<file path="src/rtl/ascii_uart_tx.sv">
// rtl/ascii_uart_tx.sv - UART 8N1 transmitter for 4-char ASCII words with optional CR/LF
module ascii_uart_tx #(
  parameter int CLKS_PER_BIT = 868,
  parameter int APPEND_CRLF  = 1
) (
  input  logic        clk,
  input  logic        rst,
  input  logic [31:0] ascii_in,
  input  logic        data_valid,
  output logic        tx,
  output logic        busy,
  output logic        done,
  output logic        overrun
);

  localparam logic [1:0] ST_IDLE  = 2'd0;
  localparam logic [1:0] ST_START = 2'd1;
  localparam logic [1:0] ST_DATA  = 2'd2;
  localparam logic [1:0] ST_STOP  = 2'd3;

  localparam logic [15:0] BAUD_RELOAD = 16'(CLKS_PER_BIT - 1);
  localparam logic [2:0]  LAST_IDX    = (APPEND_CRLF != 0) ? 3'd5 : 3'd3;

  logic [1:0]  state;
  logic        dv_q;
  logic [31:0] word;
  logic [2:0]  char_idx;
  logic [2:0]  bit_idx;
  logic [7:0]  byte_sr;
  logic [15:0] baud_cnt;
  logic [31:0] pend_word;
  logic        pend_valid;

  logic        new_word;
  logic        seq_end;
  logic        start_go;
  logic        from_pend;
  logic [31:0] start_word;

  function automatic logic [7:0] byte_at(input logic [31:0] w, input logic [2:0] idx);
    case (idx)
      3'd0:    byte_at = w[31:24];
      3'd1:    byte_at = w[23:16];
      3'd2:    byte_at = w[15:8];
      3'd3:    byte_at = w[7:0];
      3'd4:    byte_at = 8'h0D;
      default: byte_at = 8'h0A;
    endcase
  endfunction

  assign new_word = data_valid & ~dv_q;
  // The NEXT decision is folded into the final STOP cycle so bytes and words run back-to-back.
  assign seq_end  = (state == ST_STOP) && (baud_cnt == 16'd0) && (char_idx == LAST_IDX);

  // Decide whether a word starts on this edge, and whether it comes from the pending buffer.
  always_comb begin
    start_go   = 1'b0;
    from_pend  = 1'b0;
    start_word = ascii_in;
    if ((state == ST_IDLE) || seq_end) begin
      if (pend_valid) begin
        start_go   = 1'b1;
        from_pend  = 1'b1;
        start_word = pend_word;
      end else if (new_word) begin
        start_go = 1'b1;
      end
    end
  end

  // Edge-detect register and one-deep pending buffer with overrun flag.
  always_ff @(posedge clk or negedge rst) begin
    if (!rst) begin
      dv_q       <= 1'b0;
      pend_word  <= 32'd0;
      pend_valid <= 1'b0;
      overrun    <= 1'b0;
    end else begin
      dv_q    <= data_valid;
      overrun <= 1'b0;
      if (new_word && !(start_go && !from_pend)) begin
        // A word consumed from pending this edge frees the slot, so no overrun then.
        pend_word  <= ascii_in;
        pend_valid <= 1'b1;
        overrun    <= pend_valid && !from_pend;
      end else if (from_pend) begin
        pend_valid <= 1'b0;
      end
    end
  end

  // Frame sequencer: start bit, 8 data bits LSB first, stop bit, per byte of the word.
  always_ff @(posedge clk or negedge rst) begin
    if (!rst) begin
      state    <= ST_IDLE;
      word     <= 32'd0;
      char_idx <= 3'd0;
      bit_idx  <= 3'd0;
      byte_sr  <= 8'd0;
      baud_cnt <= 16'd0;
      tx       <= 1'b1;
      busy     <= 1'b0;
      done     <= 1'b0;
    end else begin
      done <= 1'b0;
      if (start_go) begin
        word     <= start_word;
        char_idx <= 3'd0;
        byte_sr  <= start_word[31:24];
        tx       <= 1'b0;
        busy     <= 1'b1;
        baud_cnt <= BAUD_RELOAD;
        state    <= ST_START;
        if (seq_end) begin
          done <= 1'b1;
        end
      end else begin
        case (state)
          ST_IDLE: begin
            tx <= 1'b1;
          end
          ST_START: begin
            if (baud_cnt == 16'd0) begin
              state    <= ST_DATA;
              bit_idx  <= 3'd0;
              tx       <= byte_sr[0];
              baud_cnt <= BAUD_RELOAD;
            end else begin
              baud_cnt <= baud_cnt - 16'd1;
            end
          end
          ST_DATA: begin
            if (baud_cnt == 16'd0) begin
              baud_cnt <= BAUD_RELOAD;
              if (bit_idx == 3'd7) begin
                state <= ST_STOP;
                tx    <= 1'b1;
              end else begin
                bit_idx <= bit_idx + 3'd1;
                byte_sr <= {1'b0, byte_sr[7:1]};
                tx      <= byte_sr[1];
              end
            end else begin
              baud_cnt <= baud_cnt - 16'd1;
            end
          end
          ST_STOP: begin
            if (baud_cnt == 16'd0) begin
              if (char_idx != LAST_IDX) begin
                char_idx <= char_idx + 3'd1;
                byte_sr  <= byte_at(word, char_idx + 3'd1);
                tx       <= 1'b0;
                baud_cnt <= BAUD_RELOAD;
                state    <= ST_START;
              end else begin
                done  <= 1'b1;
                busy  <= 1'b0;
                tx    <= 1'b1;
                state <= ST_IDLE;
              end
            end else begin
              baud_cnt <= baud_cnt - 16'd1;
            end
          end
          default: begin
            state <= ST_IDLE;
            tx    <= 1'b1;
            busy  <= 1'b0;
          end
        endcase
      end
    end
  end

endmodule
</file>
<file path="config.mk">
export PLATFORM = sky130hd
export DESIGN_NAME = ascii_uart_tx
export DESIGN_NICKNAME = d
export VERILOG_FILES = /design/src/rtl/ascii_uart_tx.sv
export SDC_FILE = /design/constraint.sdc
export NUM_CORES = 1
export LEC_CHECK = 0
export CORE_MARGIN = 10
export CORE_UTILIZATION = 32
export CTS_CLUSTER_SIZE = 24
export DETAILED_ROUTE_END_ITERATION = 8
export PLACE_DENSITY = 0.45
export RECOVER_POWER = 50
export SKIP_CTS_REPAIR_TIMING = 1
export SLEW_MARGIN = 40
export SYNTH_ARGS = -nofsm -noshare
export SYNTH_HDL_FRONTEND = slang
export SYNTH_SLANG_ARGS = --single-unit
</file>
<file path="constraint.sdc">
create_clock -name clk -period 5.5 [get_ports clk]
set_input_delay 1.65 -clock clk [delete_from_list [all_inputs] [get_ports clk]]
set_output_delay 1.65 -clock clk [all_outputs]
set_load 0.05 [all_outputs]
</file>
# Word level (Yosys, flattened, before mapping)

Index checks and enable logic that the tools add are counted.
W data, S select, Z words.

Register bits after elaboration: 102
Bits of input ports: 35
Output and inout bits: 4
Word-level logic and storage cells: 119

$add $sub $neg: 3
Equality and inequality tests: 21
Multiplexer cells: 52
Bitwise operators: 3
Reduce and logical (&&, ||, !) cells: 27

Operators with widths:

| cell                    | number |
|---|---|
| $mux W16                | 4 |
| $mux W32                | 2 |
| $mux W8                 | 5 |
| $pmux W8 S5             | 1 |
| $pmux W16 S2            | 1 |
| $mux W1                 | 23 |
| $mux W3                 | 7 |
| $logic_not A16 Y1       | 1 |
| $pmux W8 S2             | 1 |
| $sub A16 B1 Y16 const B | 1 |
| $ne A3 B3 Y1 const B    | 5 |
| $reduce_and A5 Y1       | 3 |
| $mux W2                 | 5 |
| $reduce_bool A2 Y1      | 5 |
| $eq A3 B3 Y1 const B    | 3 |
| $reduce_and A3 Y1       | 3 |
| $ne A2 B2 Y1 const B    | 4 |
| $add A3 B1 Y3 const B   | 2 |
| $eq A3 B2 Y1 const B    | 2 |
| $ne A3 B2 Y1 const B    | 2 |
| $pmux W2 S3             | 1 |
| $pmux W3 S2             | 1 |
| $reduce_bool A3 Y1      | 2 |
| $logic_and A1 B1 Y1     | 5 |
| 14 further kinds        | 17 |

# Depth between registers and ports, before layout

Depth after elaboration: 10
Mapped depth: 10
Mapped depth without buffers: 7

# Worst setup path before layout

No wires, ideal clock.

Path kind: input port to flip-flop
From: in data_valid
To: reg baud_cnt[11]
Setup time: 83 ps
Arrival: 2885 ps
Data required time: 5417 ps
Slack: 2532 ps
Stages on the path: 6
Path buffers: 1
Cells stage by stage: nor2b_1 -> o21a_1 -> buf_2 -> a211o_1 -> or3_1 -> o21ai_0

Word-level cells in the longest chain between the ends: 6
Elaborated cells on any way between the ends: 8
Classes of those cells: 1 x eq/ne; 4 x mux; 1 x bitwise; 2 x reduce/logical

Ends and longest elaborated chain:

| item                                                                | line | RTL |
|---|---|---|
| start: declaration                                                  | 9    | `input logic data_valid,` |
| $and A1 B1 Y1 *                                                     | 51   | `assign new_word = data_valid & ~dv_q;` |
| $mux W1 *                                                           | 65   | `end else if (new_word) begin` |
| $mux W1 *                                                           | 61   | `if (pend_valid) begin` |
| $mux W1 *                                                           | 60   | `if ((state == ST_IDLE) \|\| seq_end) begin` |
| $ne A4 B3 Y1 (no line) / $reduce_bool A3 Y1 (equally long branches) | -    |  |
| $reduce_and A2 Y1 (no line)                                         | -    |  |
| end signal: assignment                                              | 129  | `baud_cnt <= baud_cnt - 16'd1;` |
| end signal: assignment                                              | 144  | `baud_cnt <= baud_cnt - 16'd1;` |
| end signal: assignment                                              | 162  | `baud_cnt <= baud_cnt - 16'd1;` |
| end: declaration                                                    | 30   | `logic [15:0] baud_cnt;` |

Mark *: on every way between the ends. The rest lies on a longest branch, timed or not.
A chain may end at the register's enable or synchronous reset.

# Worst setup path after layout

From: in data_valid
To: reg byte_sr[4]

Word-level cells in the longest chain between the ends: 6
Elaborated cells on any way between the ends: 11
Classes of those cells: 4 x eq/ne; 4 x mux; 1 x bitwise; 2 x reduce/logical

Ends and longest elaborated chain:

| item                                                 | line | RTL |
|---|---|---|
| $and A1 B1 Y1 *                                      | 51   |  |
| $mux W1 *                                            | 65   |  |
| $mux W1 *                                            | 61   |  |
| $mux W1 *                                            | 60   |  |
| $ne A3 B3 Y1 (no line), or another cell as far along | -    |  |
| $reduce_and A5 Y1 (no line)                          | -    |  |
| end signal: assignment                               | 109  | `byte_sr <= start_word[31:24];` |
| end signal: assignment                               | 140  | `byte_sr <= {1'b0, byte_sr[7:1]};` |
| end signal: assignment                               | 151  | `byte_sr <= byte_at(word, char_idx + 3'd1);` |
| end: declaration                                     | 29   | `logic [7:0] byte_sr;` |

Marks and branches as above.

==> report_table.html <==
<table>
<tr><th>Metric</th><th>Value</th></tr>
<tr><th colspan="2">Critical path</th></tr>
<tr><td>CP Buf/Inv Count</td><td>3</td></tr>
<tr><td>Max stage delay cell, worst path</td><td>sky130_fd_sc_hd__a31oi_4</td></tr>
<tr><td>Critical path launch point type</td><td>input pin</td></tr>
<tr><td>Cell seen most often among critical-path stages</td><td>sky130_fd_sc_hd__buf_4</td></tr>
<tr><td>Crit path kind</td><td>in -&gt; reg</td></tr>
<tr><td>Category of cells accounting for the largest share of critical-path delay</td><td>compound AO/OA/AOI/OAI gates</td></tr>
<tr><td>Peak fanout along the critical path</td><td>25</td></tr>
<tr><td>Arr. time, crit path</td><td>4.29 ns</td></tr>
<tr><td>Crit-path cells</td><td>dlygate4sd3_1, nor2b_1, buf_4, o21a_1, a31oi_4, buf_4, nor2_1, o32a_1</td></tr>
<tr><td>CP required</td><td>5.74 ns</td></tr>
<tr><td>Endpoint class of the critical path</td><td>flip-flop</td></tr>
<tr><td>Delay of the slowest cell on the worst path</td><td>0.69 ns</td></tr>
<tr><th colspan="2">Timing</th></tr>
<tr><td>Max_slew headroom</td><td>-2.29%</td></tr>
<tr><td>Unrepaired setup endpoints after global routing</td><td>no</td></tr>
<tr><td>Worst Hold Slack</td><td>0.484 ns</td></tr>
<tr><td>Final setup viols</td><td>0</td></tr>
<tr><td>Period Utilization, post-route</td><td>73.6%</td></tr>
<tr><td>Fin Setup TNS</td><td>0 ns</td></tr>
<tr><td>Pin slew with the least headroom to its limit</td><td>1.53 ns</td></tr>
<tr><td>Max Transition Viols Final</td><td>29</td></tr>
<tr><td>Maximum operating frequency</td><td>0.247 GHz</td></tr>
<tr><td>Fin. Hold Viols</td><td>0</td></tr>
<tr><td>Clock tree skew after final layout</td><td>0.00922 ns</td></tr>
<tr><td>Period minus WS final</td><td>4.05 ns</td></tr>
<tr><th colspan="2">Layout</th></tr>
<tr><td>Area growth syn-to-layout</td><td>15.9%</td></tr>
<tr><td>Fraction of layout cells with a size suffix above 1</td><td>14.9%</td></tr>
<tr><td>Antenna diode count</td><td>0</td></tr>
<tr><td>Final Core Density</td><td>38.2%</td></tr>
<tr><td>Fillers</td><td>1589</td></tr>
<tr><td>Commonest non-fill, non-tap cell in the layout</td><td>sky130_fd_sc_hd__dfrtp_1</td></tr>
<tr><td>Final net count</td><td>566</td></tr>
<tr><td>Highest-count cells in the layout ignoring fill and taps</td><td>sky130_fd_sc_hd__dfrtp_1 (100), sky130_fd_sc_hd__o21ai_0 (48), sky130_fd_sc_hd__nand2_1 (41)</td></tr>
<tr><td>Final instance count without filler cells</td><td>738</td></tr>
<tr><th colspan="2">GRT</th></tr>
<tr><td>Maximum number of pins on one net before global-route repair</td><td>76</td></tr>
<tr><td>Number of global-route vias before repair</td><td>4135</td></tr>
<tr><td>Number of antenna violations at the first check in global routing</td><td>0</td></tr>
<tr><td>Total congestion overflow</td><td>0</td></tr>
<tr><td>Total Routing Usage GR</td><td>12.3%</td></tr>
<tr><td>Wire length of the first global-routing pass</td><td>21800 um</td></tr>
<tr><th colspan="2">Floorplan</th></tr>
<tr><td>Width of the chip</td><td>149 um</td></tr>
<tr><td>Die area</td><td>22100 sq um</td></tr>
<tr><td>Starting utilization of the core area</td><td>32.9%</td></tr>
<tr><td>Site Rows</td><td>46</td></tr>
<tr><td>IO Count</td><td>39</td></tr>
<tr><td>Chip Height</td><td>149 um</td></tr>
<tr><td>Core area</td><td>16100 sq um</td></tr>
<tr><th colspan="2">Detailed routing</th></tr>
<tr><td>Number of detailed-routing iterations run before antenna repair</td><td>6</td></tr>
<tr><td>Vias per inst</td><td>5.17</td></tr>
<tr><td>Routed Wire Length</td><td>12800 um</td></tr>
<tr><td>Residual DRC</td><td>0</td></tr>
<tr><td>Final routed wire length divided by cell count</td><td>17.3 um</td></tr>
<tr><td>Vias</td><td>3815</td></tr>
<tr><td>Antenna violation net count after detailed routing</td><td>0</td></tr>
<tr><td>Initial DRC count</td><td>271</td></tr>
<tr><th colspan="2">Power</th></tr>
<tr><td>Net switching share of the total power</td><td>23.1%</td></tr>
<tr><td>Pwr Total</td><td>1.58 mW</td></tr>
<tr><td>Worst vdd rail ir drop</td><td>0.138 mV</td></tr>
<tr><td>Power per cell area</td><td>257 nW/um^2</td></tr>
<tr><td>Combinational share of power</td><td>7.6%</td></tr>
<tr><td>Flop pwr share</td><td>51.0%</td></tr>
<tr><td>Internal Pwr Total</td><td>1.21 mW</td></tr>
<tr><td>Clock power frac</td><td>41.4%</td></tr>
<tr><td>Leakage</td><td>2.82 nW</td></tr>
<tr><td>P_sw</td><td>0.365 mW</td></tr>
<tr><th colspan="2">Yosys</th></tr>
<tr><td>Yosys reg bits</td><td>102</td></tr>
<tr><td>Synth unique cells</td><td>63</td></tr>
<tr><td>Synthesized area divided by synthesized cell count</td><td>10.8 sq um</td></tr>
<tr><td>Post-synth design cell area</td><td>5290 sq um</td></tr>
<tr><td>Gate count after technology mapping</td><td>491</td></tr>
<tr><td>Dominant register cell in the synthesized netlist</td><td>sky130_fd_sc_hd__dfrtp_1</td></tr>
<tr><td>Seq/Total Area, Yosys</td><td>48.3%</td></tr>
<tr><td>Net Count, Synth</td><td>540</td></tr>
<tr><td>Count of flip-flops with a built-in enable after synthesis</td><td>0</td></tr>
<tr><td>Number of warnings issued by yosys</td><td>0</td></tr>
<tr><td>Async S/R FF share, synth</td><td>100%</td></tr>
<tr><th colspan="2">Run status</th></tr>
<tr><td>Status</td><td>finished with violations</td></tr>
<tr><td>Violated checks</td><td>capacitance limit, slew limit</td></tr>
<tr><th colspan="2">CTS</th></tr>
<tr><td># H-tree levels</td><td>3</td></tr>
<tr><td>CTS tree</td><td>built</td></tr>
<tr><td>Clock-pin slew on the worst setup and hold paths</td><td>0.07 ns</td></tr>
<tr><td>Root buffer cell</td><td>sky130_fd_sc_hd__clkbuf_16</td></tr>
<tr><td>Worst-skew pair later-pin latency</td><td>0.35 ns</td></tr>
<tr><td>Number of buffers between clock root and the deepest sink</td><td>2</td></tr>
<tr><td>Clock Sink Count</td><td>102</td></tr>
<tr><td>Number of CTS-inserted buffers</td><td>9</td></tr>
<tr><th colspan="2">Run</th></tr>
<tr><td>Count of maximum capacitance violations</td><td>1</td></tr>
<tr><th colspan="2">Placed design</th></tr>
<tr><td>Half-perimeter wire length after detailed placement</td><td>8950 um</td></tr>
<tr><td>Total placed cells including tap cells</td><td>721</td></tr>
<tr><td>Final RePlAce weighted congestion</td><td>0.765</td></tr>
<tr><td>Buffers on Ports</td><td>38</td></tr>
<tr><th colspan="2">Worst hold path</th></tr>
<tr><td>Hold crit path type</td><td>reg -&gt; reg</td></tr>
</table>
==> worst paths after layout <==
| kind | start | endpoint | slack, ns | cells past startpoint |
|---|---|---|---|---|
| setup / recovery | data_valid | byte_sr[4] | 1.45 | 8 |
| hold / removal | word[30] | word[30] | 0.48 | 1 |
| setup reg to reg | baud_cnt[0] | pend_word[11] | 2.46 | 9 |
| hold reg to reg | word[30] | word[30] | 0.48 | 1 |
| max in group asynchronous | rst | word[14] | 2.29 | 2 |
| min in group asynchronous | rst | baud_cnt[11] | 1.33 | 1 |
==> layout make-up <==
| type | count | area, sq um | share of cell area [%] |
|---|---|---|---|
| Clock buffer | 10 | 229 | 3.73 |
| Clock inverter | 6 | 67.6 | 1.10 |
| Inverter | 12 | 45.0 | 0.734 |
| Multi-Input combinational cell | 346 | 2520 | 41.0 |
| Sequential cell | 102 | 2550 | 41.7 |
| Tap cell | 216 | 270 | 4.41 |
| Timing Repair Buffer | 46 | 449 | 7.32 |
==> registers in the layout (all words and copies together) (netlist names) <==
name	flops
pend_word	32
dv_q	1
done	1
char_idx	3
bit_idx	3
byte_sr	8
busy	1
tx	1
overrun	1
pend_valid	1
word	32
baud_cnt	16
state	2
==> power by group through the flow <==
| stage | registers (mW) | clock network (mW) | logic, mW |
|---|---|---|---|
| finish | 0.803 | 0.653 | 0.120 |
| global route | 0.808 | 0.713 | 0.135 |
| CTS | 0.803 | 0.682 | 0.125 |
| detailed placement | 0.818 | 0 | 0.125 |
| global placement | 0.816 | 0 | 0.122 |
| floorplan | 0.815 | 0 | 0.0635 |
==> synth_stat cells (4+ instances only) <==
library cell,instances,area [sq um]
sky130_fd_sc_hd__nor2_1,22,82.6
sky130_fd_sc_hd__or3_1,6,37.5
sky130_fd_sc_hd__a21oi_1,21,105
sky130_fd_sc_hd__o21ai_0,48,240
sky130_fd_sc_hd__inv_1,12,45.0
sky130_fd_sc_hd__mux2i_1,29,290
sky130_fd_sc_hd__a21o_1,7,52.6
sky130_fd_sc_hd__nor3_1,10,50.1
sky130_fd_sc_hd__nand2b_1,5,31.3
sky130_fd_sc_hd__clkbuf_1,9,33.8
sky130_fd_sc_hd__and3_1,6,37.5
sky130_fd_sc_hd__nand3_1,14,70.1
sky130_fd_sc_hd__o21a_1,4,30.0
sky130_fd_sc_hd__a31oi_1,5,31.3
sky130_fd_sc_hd__o31ai_1,8,60.1
sky130_fd_sc_hd__a221oi_1,4,35.0
sky130_fd_sc_hd__nor2b_1,4,25.0
sky130_fd_sc_hd__nand2_1,41,154
sky130_fd_sc_hd__a22oi_1,7,52.6
sky130_fd_sc_hd__ha_1,14,175
sky130_fd_sc_hd__buf_6,8,90.1
sky130_fd_sc_hd__mux2_2,33,372
sky130_fd_sc_hd__buf_2,10,50.1
sky130_fd_sc_hd__a22o_1,5,43.8
sky130_fd_sc_hd__a211o_1,5,43.8
sky130_fd_sc_hd__dfrtp_1,101,2530
==> cells by family (layout without fill, tap and decap cells) <==
kind of cell	Yosys count	after routing	share of synthesized area [%]
buffers and inverters	43	74	4.56
AOI/OAI and AO/OA	140	140	18.1
muxes	62	62	12.5
adders and majority gates	15	15	3.50
xor gates and xnor gates	3	3	0.497
DFF	102	102	48.3
and+or+nand+nor	126	126	12.5
==> metal layers <==
layer / global-route usage [%] / routed length (um) / share of wire [%] / vias to the layer above
li1: - / - / - / 1849
met1: 14.7 / 5590 / 44 / 1893
met2: 20.8 / 6490 / 51 / 59
met3: 3.49 / 492 / 3.9 / 14
met4: 3.82 / 182 / 1.4 / 0
met5: 0 / 0 / 0 / -
==> stage by stage <==
step | worst slack (ns) | cell area (sq um)
6_report | 1.45 | 6130
5_1_grt | 1.29 | 6130
4_1_cts | 1.58 | 6120
3_5_place_dp | 1.20 | 5830
3_3_place_gp | 1.31 | 5800
2_1_floorplan | 2.53 | 5290
Note: power is estimated with default switching activity, not from simulation.
